--- src/rtl/telemetry_pkg.sv ---
// Shared types and helpers for the multi-channel telemetry framer.
// Frame layout: SYNC, SEQ, MASK, NUM_CH x {MSB, LSB}, CHK.
package telemetry_pkg;

  typedef enum logic {IDLE, SEND} state_t;

  localparam logic [7:0] DEFAULT_SYNC = 8'hA5;

  function automatic int frame_len(input int num_ch);
    return 4 + 2 * num_ch;
  endfunction

endpackage

--- src/rtl/framer_capture_bank.sv ---
// Per-channel hold/fresh registers, drop counter and frame snapshot (shadow + mask).
// Capture is single-cycle; a snapshot takes the registered hold/fresh values, never the same-cycle input.
module framer_capture_bank #(
  parameter int NUM_CH = 4,
  parameter int DW     = 16
) (
  input  logic                     clk,
  input  logic                     rst,
  input  logic [NUM_CH*DW-1:0]     value_i,
  input  logic [NUM_CH-1:0]        valid_i,
  input  logic                     snap,
  output logic [NUM_CH-1:0]        fresh,
  output logic [NUM_CH-1:0][15:0]  shadow,
  output logic [7:0]               mask,
  output logic [7:0]               drop_cnt
);

  logic [NUM_CH-1:0][15:0] hold;
  logic [3:0]              drops;
  logic [8:0]              drop_sum;
  logic [7:0]              drop_next;

  // A drop is a fresh value overwritten without a snapshot taking it first.
  always_comb begin
    drops = 4'd0;
    for (int c = 0; c < NUM_CH; c++) begin
      if (fresh[c] && valid_i[c] && !snap) drops = drops + 4'd1;
    end
    drop_sum  = {1'b0, drop_cnt} + {5'b0, drops};
    drop_next = drop_sum[8] ? 8'hFF : drop_sum[7:0];
  end

  always_ff @(posedge clk) begin
    if (rst) begin
      hold     <= '0;
      fresh    <= '0;
      shadow   <= '0;
      mask     <= 8'h00;
      drop_cnt <= 8'h00;
    end else begin
      for (int c = 0; c < NUM_CH; c++) begin
        if (valid_i[c]) hold[c] <= 16'(value_i[c*DW +: DW]);
      end
      // Same-cycle valid survives the snapshot clear and rides in the next frame.
      fresh    <= (snap ? '0 : fresh) | valid_i;
      drop_cnt <= drop_next;
      if (snap) begin
        shadow <= hold;
        mask   <= 8'(fresh);
      end
    end
  end

endmodule

--- src/rtl/telemetry_framer.sv ---
// Packs NUM_CH latest results into checksummed UART frames; trigger at t, SYNC written t+1.
// Backpressure: byte_full_i stalls the byte index and write strobe in the same cycle.
module telemetry_framer
  import telemetry_pkg::*;
#(
  parameter int          NUM_CH         = 4,
  parameter int          DW             = 16,
  parameter logic [7:0]  SYNC_BYTE      = DEFAULT_SYNC,
  parameter int unsigned TIMEOUT_CYCLES = 1_250_000
) (
  input  logic                 clk,
  input  logic                 rst,
  input  logic [NUM_CH*DW-1:0] value_i,
  input  logic [NUM_CH-1:0]    valid_i,
  output logic [7:0]           byte_o,
  output logic                 byte_wr_o,
  input  logic                 byte_full_i,
  output logic                 busy_o,
  output logic [7:0]           seq_o,
  output logic [7:0]           drop_cnt_o
);

  localparam int         LEN  = frame_len(NUM_CH);
  localparam logic [4:0] LAST = 5'(LEN - 1);

  state_t                  state, state_next;
  logic [4:0]              idx;
  logic [4:0]              off;
  logic [7:0]              chk;
  logic [7:0]              seq;
  logic [31:0]             timer;
  logic                    snap;
  logic                    trig;
  logic                    accept;
  logic [7:0]              frame_byte;
  logic [NUM_CH-1:0]       fresh;
  logic [NUM_CH-1:0][15:0] shadow;
  logic [7:0]              mask;

  framer_capture_bank #(
    .NUM_CH (NUM_CH),
    .DW     (DW)
  ) u_bank (
    .clk      (clk),
    .rst      (rst),
    .value_i  (value_i),
    .valid_i  (valid_i),
    .snap     (snap),
    .fresh    (fresh),
    .shadow   (shadow),
    .mask     (mask),
    .drop_cnt (drop_cnt_o)
  );

  assign trig = (&fresh) ||
                ((TIMEOUT_CYCLES != 0) && (timer >= TIMEOUT_CYCLES) && (|fresh));
  assign accept = (state == SEND) && !byte_full_i;

  always_comb begin
    state_next = state;
    snap       = 1'b0;
    case (state)
      IDLE: if (trig) begin
        snap       = 1'b1;
        state_next = SEND;
      end
      SEND: if (accept && idx == LAST) state_next = IDLE;
      default: state_next = IDLE;
    endcase
  end

  // Channel bytes start at index 3: even offset is MSB, odd offset is LSB.
  always_comb begin
    frame_byte = 8'h00;
    off        = idx - 5'd3;
    if (idx == 5'd0)      frame_byte = SYNC_BYTE;
    else if (idx == 5'd1) frame_byte = seq;
    else if (idx == 5'd2) frame_byte = mask;
    else if (idx == LAST) frame_byte = chk;
    else begin
      for (int c = 0; c < NUM_CH; c++) begin
        if (off[4:1] == 4'(c)) frame_byte = off[0] ? shadow[c][7:0] : shadow[c][15:8];
      end
    end
  end

  always_ff @(posedge clk) begin
    if (rst) begin
      state <= IDLE;
      idx   <= 5'd0;
      chk   <= 8'h00;
      seq   <= 8'h00;
      timer <= 32'd0;
    end else begin
      state <= state_next;
      if (snap) begin
        idx   <= 5'd0;
        chk   <= 8'h00;
        timer <= 32'd0;
      end else begin
        if (state == IDLE && timer < TIMEOUT_CYCLES) timer <= timer + 32'd1;
        if (accept) begin
          idx <= idx + 5'd1;
          if (idx != 5'd0 && idx != LAST) chk <= chk ^ frame_byte;
          if (idx == LAST) seq <= seq + 8'd1;
        end
      end
    end
  end

  assign byte_o    = (state == SEND) ? frame_byte : 8'h00;
  assign byte_wr_o = accept;
  assign busy_o    = (state == SEND);
  assign seq_o     = seq;

endmodule

--- config.mk ---
export PLATFORM = sky130hd
export DESIGN_NAME = telemetry_framer
export DESIGN_NICKNAME = d
export VERILOG_FILES = /design/src/rtl/telemetry_pkg.sv /design/src/rtl/framer_capture_bank.sv /design/src/rtl/telemetry_framer.sv
export SDC_FILE = /design/constraint.sdc
export NUM_CORES = 1
export LEC_CHECK = 0
export CAP_MARGIN = 20
export CORE_MARGIN = 5
export CORE_UTILIZATION = 60
export DETAILED_ROUTE_END_ITERATION = 12
export PLACE_DENSITY = 0.84
export SYNTH_ARGS = -nofsm -noshare
export SYNTH_HDL_FRONTEND = slang
export SYNTH_SLANG_ARGS = --single-unit
--- constraint.sdc ---
create_clock -name clk -period 9.05 [get_ports clk]
set_input_delay 0.905 -clock clk [delete_from_list [all_inputs] [get_ports clk]]
set_output_delay 0.905 -clock clk [all_outputs]
set_load 0.01 [all_outputs]
== After elaboration in Yosys (flattened, before gate mapping) ==
Index checks and enable logic that the tools add are counted.
Storage, ports and cells
  register bits after elaboration: 198
  bits of input ports: 71
Operators by class
  add/subtract/negate cells: 8
  $lt $le $gt $ge: 2
  equal/unequal tests: 7
  mux-type cells: 23
  bitwise operators: 4
  reductions and logical operators: 24
Operators with widths (number)
  8-bit two-way mux: 14
  32-bit by 1-bit adder with 32-bit output (second input constant): 1
  32-bit by 21-bit greater-or-equal comparator with 1-bit output (second input constant): 1
  32-bit by 21-bit < comparator with 1-bit output (second input constant): 1
  4-bit two-way mux: 4
  1-bit logical AND: 13
  8-bit by 4-bit adder with 9-bit output: 1
  4-bit by 1-bit adder with 4-bit output (second input constant): 2
  8-bit by 1-bit adder with 8-bit output (second input constant): 1
  4-bit by 2-bit equality test with 1-bit output (second input constant): 2
  8-bit bitwise XOR: 1
  5-bit by 1-bit adder with 5-bit output (second input constant): 1
  5-bit by 1-bit equality test with 1-bit output (second input constant): 1
  5-bit by 2-bit equality test with 1-bit output (second input constant): 1
  5-bit by 4-bit equality test with 1-bit output (second input constant): 1
  5-bit zero test: 1
  5-bit by 4-bit inequality test with 1-bit output (second input constant): 1
  5-bit nonzero test: 1
  5-bit by 2-bit subtractor with 5-bit output (second input constant): 1
  4-bit by 1-bit equality test with 1-bit output (second input constant): 1
  4-bit zero test: 1
  1-bit two-way mux: 4
  4-bit bitwise OR: 1
  4-bit AND reduction: 1
  other kinds (9): 11

== Depth between registers and ports, before layout ==
Gate-level depths: netlist of run 1.
  depth after elaboration: 16
  gate-level depth with buffers: 20
  gate-level depth less buffers: 18

== Modules after synthesis ==
From an unflattened synthesis of run 1, not the netlist that was laid out.
Second synthesis, totals
  cells, all modules: 896
  area, all modules: 8904.8 um2
By module, submodules not included
  framer_capture_bank: times used 1, cells an instance 517, area an instance 5427.7 um2, sequential area each 2882.8 um2
  telemetry_framer: times used 1, cells an instance 379, area an instance 3477.1 um2, sequential area each 1081.0 um2

== Worst setup path after synthesis of run 1 ==
Ideal clock, no wire load.
  path type: input to register
  start point: input port valid_i[0]
  end point: register u_bank.drop_cnt[6]
  setup time: 0.078 ns
  arrival: 4.264 ns
  required time: 8.972 ns
  setup slack: 4.708 ns
  stages on the path: 13
  cell sequence: clkbuf_1 -> buf_1 -> nand3_1 -> ha_1 -> o41ai_1 -> ha_1 -> mux2_2 -> fa_1 -> a21o_1 -> a21oi_1 -> nor2b_1 -> and4b_1 -> nor3_1
On the way
  word-level cells in the longest chain between the ends: 11
Ends and longest elaborated chain
  start, declared: RTL line telemetry_framer.sv:14  | input logic [NUM_CH-1:0] valid_i,
  1-bit logical AND * (2 in a row): RTL line framer_capture_bank.sv:27  | if (fresh[c] && valid_i[c] && !snap) drops = drops + 4'd1;
  1-bit two-way mux *: RTL line framer_capture_bank.sv:27
  1-bit by 1-bit adder with 2-bit output: RTL line framer_capture_bank.sv:27
  4-bit two-way mux *: RTL line framer_capture_bank.sv:27
  4-bit by 1-bit adder with 4-bit output: RTL line framer_capture_bank.sv:27
  4-bit two-way mux *: RTL line framer_capture_bank.sv:27
  4-bit by 1-bit adder with 4-bit output: RTL line framer_capture_bank.sv:27
  4-bit two-way mux *: RTL line framer_capture_bank.sv:27
  8-bit by 4-bit adder with 9-bit output *: RTL line framer_capture_bank.sv:29  | drop_sum = {1'b0, drop_cnt} + {5'b0, drops};
  8-bit two-way mux *: RTL line framer_capture_bank.sv:30  | drop_next = drop_sum[8] ? 8'hFF : drop_sum[7:0];
  end signal, assigned: RTL line framer_capture_bank.sv:46  | drop_cnt <= drop_next;
  end, declared: RTL line framer_capture_bank.sv:15  | output logic [7:0] drop_cnt
Every way passes the cells marked *; elsewhere a longest branch is shown, timed or not.
A chain may end at the register's enable or synchronous reset.

== Final worst setup path of run 1 ==
  start point: register timer[14]
  end point: register u_bank.drop_cnt[1]
On the way
  word-level cells in the longest chain between the ends: 16
  elaborated cells between the ends (all ways): 19
Ends and longest elaborated chain
  start, declared: RTL line telemetry_framer.sv:31  | logic [31:0] timer;
  start signal, assigned: RTL line telemetry_framer.sv:101  | if (state == IDLE && timer < TIMEOUT_CYCLES) timer <= timer + 32'd1;
  32-bit by 21-bit greater-or-equal comparator with 1-bit output *: RTL line telemetry_framer.sv:56  | ((TIMEOUT_CYCLES != 0) && (timer >= TIMEOUT_CYCLES) && (|fresh));
  1-bit logical AND *: RTL line telemetry_framer.sv:56
  1-bit logical OR *: RTL line telemetry_framer.sv:55  | assign trig = (&fresh) ||
  1-bit two-way mux *: RTL line telemetry_framer.sv:63  | IDLE: if (trig) begin
  1-bit two-way mux *: RTL line telemetry_framer.sv:62  | case (state)
  1-bit zero test *: RTL line framer_capture_bank.sv:27
  1-bit logical AND: RTL line framer_capture_bank.sv:27
  1-bit two-way mux: RTL line framer_capture_bank.sv:27
  1-bit by 1-bit adder with 2-bit output: RTL line framer_capture_bank.sv:27
  4-bit two-way mux: RTL line framer_capture_bank.sv:27
  4-bit by 1-bit adder with 4-bit output: RTL line framer_capture_bank.sv:27
  4-bit two-way mux: RTL line framer_capture_bank.sv:27
  4-bit by 1-bit adder with 4-bit output: RTL line framer_capture_bank.sv:27
  4-bit two-way mux *: RTL line framer_capture_bank.sv:27
  8-bit by 4-bit adder with 9-bit output *: RTL line framer_capture_bank.sv:29
  8-bit two-way mux *: RTL line framer_capture_bank.sv:30
Marks and branches as above.

==> metrics, run 1 <==
status complete, no violations; die area 17200 sq um; reg2reg path depth 17; number of enable flip-flop cells after synthesis 0; Post-Route WL 20.9 mm; number of global-route vias before repair 6684; Crit Path Category register to register; post-synthesis mux area share 0.118; Setup crit start timer[14]$_SDFFE_PP0P_; DR WL/cell 17.1 um; clock buffer count from CTS 17; Routability Congestion 0.862; Hold Crit Class register to register; Die Ht 131 um; register clock-pin slew on the reported worst setup and hold paths 0.07 ns; r2r endpoint u_bank.drop_cnt[1]$_SDFF_PP0_; Pleak 0.00382 uW; Crit path max-delay family compound AO/OA/AOI/OAI gates; Crit path arrival time 5.48 ns; Worst R2R Start timer[14]$_SDFFE_PP0P_; max frequency 193 MHz; CP Max Fanout 72; crit-path max cell delay 0.56 ns; Syn. warnings 0; Synth Area in Compound Gates 0.146; Vias 7392; Cells after Synth 974; GRT Residual Overflow 0; gr usage total 0.245; adder-cell area share of the yosys netlist 0.0222; core box area 14400 sq um; CP max stage cell a21o_1; Reg2Reg Setup Slack 3.87 ns; utilization after layout 0.717; Port Buffers 96; Setup crit end u_bank.drop_cnt[1]$_SDFF_PP0_; initial antenna violation count 0; Seq pwr share 0.511; Final ANT Viol Nets 0; H-tree Lvls 4; final hold slack 0.460 ns; Pre-antenna DRT Iters 5; largest family of logic cells by synthesized area simple AND/OR/NAND/NOR gates; Final Hold Fails 0; top_reg_cell synth dfxtp_1; Layout Cells excl Fill 1221; layout cells sized above 1 0.0694; DR DRC count 0; Root Buffer clkbuf_16; CP startpoint kind register; Simple-Gate Fraction of Synth Area 0.180; Avg Inst Size Synth 9.02 sq um; register area share after synthesis 0.451; Yosys top cell area share 0.451; Worst Skew 0.0141 ns; largest net degree at the start of global routing 100; switching pwr 417 uW; Filler Cell Count 1103; Sw Share 0.233; ANT cells 0; global-route wire length before repair 33.5 mm; MaxCap Viol Count 0; CTS Sinks 198; overall die width 131 um; Setup crit end kind register; Post CTS Setup Buffer Count 0; post-synthesis xor/xnor area fraction 0.0389; # resized after CTS 0; Final Cycle Share 0.573; detail-routed via count per cell 6.05; Setup TNS Final 0 ns; #FFs+latches synth 198; mapped cell area 8780 sq um; synth top area cells dfxtp_1 (45%), mux2i_1 (8.4%), a21oi_1 (5.6%), nor2_1 (5.2%), o21ai_0 (4.8%); io pins 97; Reg area 3960 sq um; Clock Latency Late Sink 0.44 ns; area leader, netlist dfxtp_1; Clk pwr share 0.417; number of cell rows 44; Crit. path cell count 17; CTS Hold Bufs 0; Slew headroom 0.343; Multi-input gate area 4450 sq um; dpl cells 1188; critical path data required time 9.35 ns; fin crit period 5.18 ns; Initial Utilization 0.609; dpl hpwl 13.6 mm; pwr/cell area 173 nW/um^2; FFs w/ async S/R, synth 0; worst path bufs/invs 1; Internal Pwr Total 1370 uW; initial DRC count 813; area grow syn2layout 17.8%; max-slew violations 0; TritonCTS clock tree done; nets 1110; Mapped Nets 1060; worst vdd ir 145 uV; Distinct cells, synth 67; Slew @ Worst Pin 0.985 ns; RSZ-0062 raised after global routing no; CP cell instances nor4_1, nor4b_2, a21o_1, o21a_2, buf_4, nor2_1, and3_1, ha_1, xor2_1, ha_1, mux2_2, fa_1, a21o_1, a21oi_1, nor2b_1, nand4_1, a21oi_1; combinational power share 0.072; Bufs on Longest Clock Path 2; Final Setup Violations 0
Yosys cell counts (13+ instances only):
| cell | instances |
|---|---|
| dfxtp_1 | 198 |
| nor2_1 | 122 |
| a21oi_1 | 99 |
| o21ai_0 | 85 |
| nand3_1 | 84 |
| mux2i_1 | 74 |
| clkbuf_1 | 55 |
| nand2_1 | 23 |
| xnor2_1 | 22 |
| ha_1 | 14 |
| inv_1 | 13 |
| nor3_1 | 13 |
| or3_1 | 13 |
layer usage:
metal	up-vias	share of wire	global-route usage
met3	39	0.076	0.0659
met1	3524	0.43	0.322
met5	-	0	0
met2	270	0.47	0.392
li1	3559	-	-
met4	0	0.021	0.0835
cell families after synthesis:
logic type / after synthesis
AND/OR/NAND/NOR: 321
AO/OA/AOI/OAI: 226
flip-flops: 198
buffers and inverters: 90
multiplexers: 87
XOR/XNOR: 36
adder cells (fa/ha/maj): 15
other: 1
through the flow:
step           area, sq um  setup WS (ns)  total power (uW)
5_1_grt              10300           3.44              1840
6_report             10300           3.87              1790
3_3_place_gp          9730           4.19              1050
3_5_place_dp          9730           3.90              1060
4_1_cts              10300           3.86              1790
2_1_floorplan         8780           4.71               999
cells in the final DEF (no fill, tap or decap), types with 4 or more instances in the layout:
master	n
a21o_1	4
a21oi_1	99
a31oi_1	6
and2_1	12
and3_1	9
buf_4	11
clkbuf_16	17
clkdlybuf4s50_1	95
dfxtp_1	198
ha_1	14
inv_1	13
mux2i_1	74
mux4_2	9
nand2_1	23
nand3_1	84
nand4_1	12
nor2_1	122
nor2b_1	6
nor3_1	13
nor4_1	6
o2111a_1	4
o21ai_0	85
o31a_1	4
or3_1	12
xnor2_1	22
xor2_1	12
state kept, by name, summed over array words and instances, names as in the netlist:
name             cells
busy_o               1
chk                  8
idx                  5
seq_o                8
timer               32
u_bank.drop_cnt      8
u_bank.fresh         4
u_bank.hold         64
u_bank.mask          4
u_bank.shadow       64
layout make-up:
class	instances	share of cell area
clock buffer	21	0.0455
clock inverter	11	0.0110
inverter	14	0.00508
multi-input combinational	686	0.431
sequential	198	0.383
tap	184	0.0223
timing repair buffer	107	0.103
power by group through the flow:
| stage | Sequential [uW] | Combinational, uW | Clock (uW) |
|---|---|---|---|
| floorplan | 928 | 70.8 | 0 |
| detailed placement | 932 | 127 | 0 |
| finish | 913 | 129 | 746 |
| global route | 915 | 140 | 789 |
| CTS | 913 | 128 | 749 |
| global placement | 932 | 123 | 0 |
worst min-delay path by stage:
stage | depth (start not counted) | slack, ns | to | start
after floorplan | 1 | 0.43 | timer[21]$_SDFFE_PP0P_ | timer[21]$_SDFFE_PP0P_
after global placement | 1 | 0.44 | timer[31]$_SDFFE_PP0P_ | timer[31]$_SDFFE_PP0P_
after detailed placement | 1 | 0.45 | timer[29]$_SDFFE_PP0P_ | timer[29]$_SDFFE_PP0P_
after CTS | 1 | 0.47 | timer[22]$_SDFFE_PP0P_ | timer[22]$_SDFFE_PP0P_
after global routing | 1 | 0.48 | timer[30]$_SDFFE_PP0P_ | timer[30]$_SDFFE_PP0P_
final | 1 | 0.46 | timer[29]$_SDFFE_PP0P_ | timer[29]$_SDFFE_PP0P_
No activity file was read; power rests on OpenSTA's default activity.
==> run 2: changes to the inputs <==
Settings changed: CORE_UTILIZATION 60 to 51, PLACE_DENSITY 0.84 to 0.76.
Clock period 9.05 ns to 4.65 ns, I/O delays scaled along.
==> metrics, run 2 (same netlist as run 1, synthesis figures left out) <==
initial DRC count 647; Placement Cell Area 9820 sq um; clock buffer count from CTS 17; overall die width 141 um; Port Buffers 96; Seq pwr share 0.500; Slew @ Worst Pin 0.885 ns; Final ANT Viol Nets 0; CTS Sinks 198; Placement Setup Slack 0.243 ns; Pre-antenna DRT Iters 5; Clock Latency Late Sink 0.43 ns; Multi-input gate area 4460 sq um; worst setup margin 0.376 ns; number of cell rows 48; gr usage total 0.203; Final Hold Fails 0; Pleak 0.00384 uW; Routability Congestion 0.820; Reg2Reg Setup Slack 0.38 ns; commonest non-fill, non-tap cells in the layout dfxtp_1 (198), nor2_1 (122), a21oi_1 (98); switching pwr 805 uW; Internal Pwr Total 2740 uW; worst vdd ir 293 uV; DR DRC count 0; Post CTS Setup Buffer Count 0; ANT cells 0; CP startpoint kind register; Setup crit end kind register; detail-routed via count per cell 5.73; number of global-route vias before repair 6661; CP max stage cell o41ai_1; crit-path max cell delay 0.44 ns; area grow syn2layout 18.8%; core box area 17100 sq um; Clk pwr share 0.431; H-tree Lvls 4; Hold Crit Class register to register; Bufs on Longest Clock Path 2; Reg area 3960 sq um; combinational power share 0.069; Largest regs u_bank.hold x64, u_bank.shadow x64, timer x32; Slew headroom 0.410; GRT Residual Overflow 0; register clock-pin slew on the reported worst setup and hold paths 0.07 ns; Crit path max-delay family compound AO/OA/AOI/OAI gates; critical path data required time 4.92 ns; Crit Path Category register to register; Sw Share 0.227; final instance area 10400 sq um; fin crit period 4.27 ns; RSZ-0062 raised after global routing no; worst path bufs/invs 0; dpl hpwl 13.9 mm; CP Max Fanout 5; Final Cycle Share 0.919; MaxCap Viol Count 0; Vias 7249; Crit path arrival time 4.55 ns; Setup TNS Final 0 ns; status complete, no violations; global-route wire length before repair 33.1 mm; max frequency 234 MHz; largest net degree at the start of global routing 87; nets 1113; io pins 97; Initial Utilization 0.513; max-slew violations 0; Root Buffer clkbuf_16; layout cells sized above 1 0.0731; DR WL/cell 16.2 um; Worst Skew 0.0109 ns; Filler Cell Count 1477; most common cell after layout, fill and taps aside dfxtp_1; total power 3550 uW; initial antenna violation count 0; die area 19900 sq um; CP cell instances nor4_1, nor4b_2, a21oi_2, nor3_4, nor2_1, nand3_1, ha_1, o41ai_1, ha_1, mux2_2, fa_1, a21o_1, a21oi_1, nor2b_1, nand4_1, a21oi_1; TritonCTS clock tree done; Post-Route WL 20.5 mm; Final Setup Violations 0; pwr/cell area 340 nW/um^2; Die Ht 141 um
-- run 2: cell types whose count changed in the layout (fill, tap and decap cells not counted) --
cell	previous run	this run
inv_6	3	1
bufinv_16	1	3
inv_8	1	2
clkinvlp_4	2	5
a21oi_2	0	1
a21oi_1	99	98
clkinv_4	3	1
buf_4	11	15
clkbuf_8	3	1
buf_16	1	0
-- run 2: path summary, 6_finish.rpt --
kind | start | end | cells past startpoint
min | timer[30]$_SDFFE_PP0P_ | timer[30]$_SDFFE_PP0P_ | 1
min reg2reg | timer[30]$_SDFFE_PP0P_ | timer[30]$_SDFFE_PP0P_ | 1
max reg2reg | timer[12]$_SDFFE_PP0P_ | u_bank.drop_cnt[2]$_SDFF_PP0_ | 16
max | timer[12]$_SDFFE_PP0P_ | u_bank.drop_cnt[2]$_SDFF_PP0_ | 16
-- run 2: final cells by class --
class,count,area share
well taps,225,0.0270
repair buffers,110,0.102
inverters,14,0.00504
clock buffers,19,0.0424
clock inverters,13,0.0165
multi-input cells,686,0.427
flip-flops and latches,198,0.380
-- run 2: metrics by stage --
stage	utilization	hold slack [ns]	instances
final	0.610	0.459	1265
after global routing	0.610	0.479	1265
after CTS	0.609	0.464	1265
after detailed placement	0.573	0.447	1233
after global placement	0.573	0.443	1233
after floorplan	-	0.430	974
-- run 2: power by group through the flow --
stage | registers [uW] | logic [uW] | clock network [uW]
after floorplan | 1810 | 138 | 0
after global placement | 1810 | 244 | 0
after detailed placement | 1810 | 247 | 0
after CTS | 1780 | 249 | 1550
after global routing | 1780 | 271 | 1610
final | 1780 | 246 | 1530
-- run 2: layer usage --
layer / up-vias / GRT usage / share of wire
met1: 3465 / 0.284 / 0.47
met5: - / 0 / 0
li1: 3560 / - / -
met2: 194 / 0.313 / 0.46
met3: 30 / 0.0397 / 0.053
met4: 0 / 0.0704 / 0.021
-- run 2: timing repair --
item | CTS | global route
hold buffers | 0 | 0
setup endpoints to repair | 0 | 6
gates resized for setup | 0 | 1
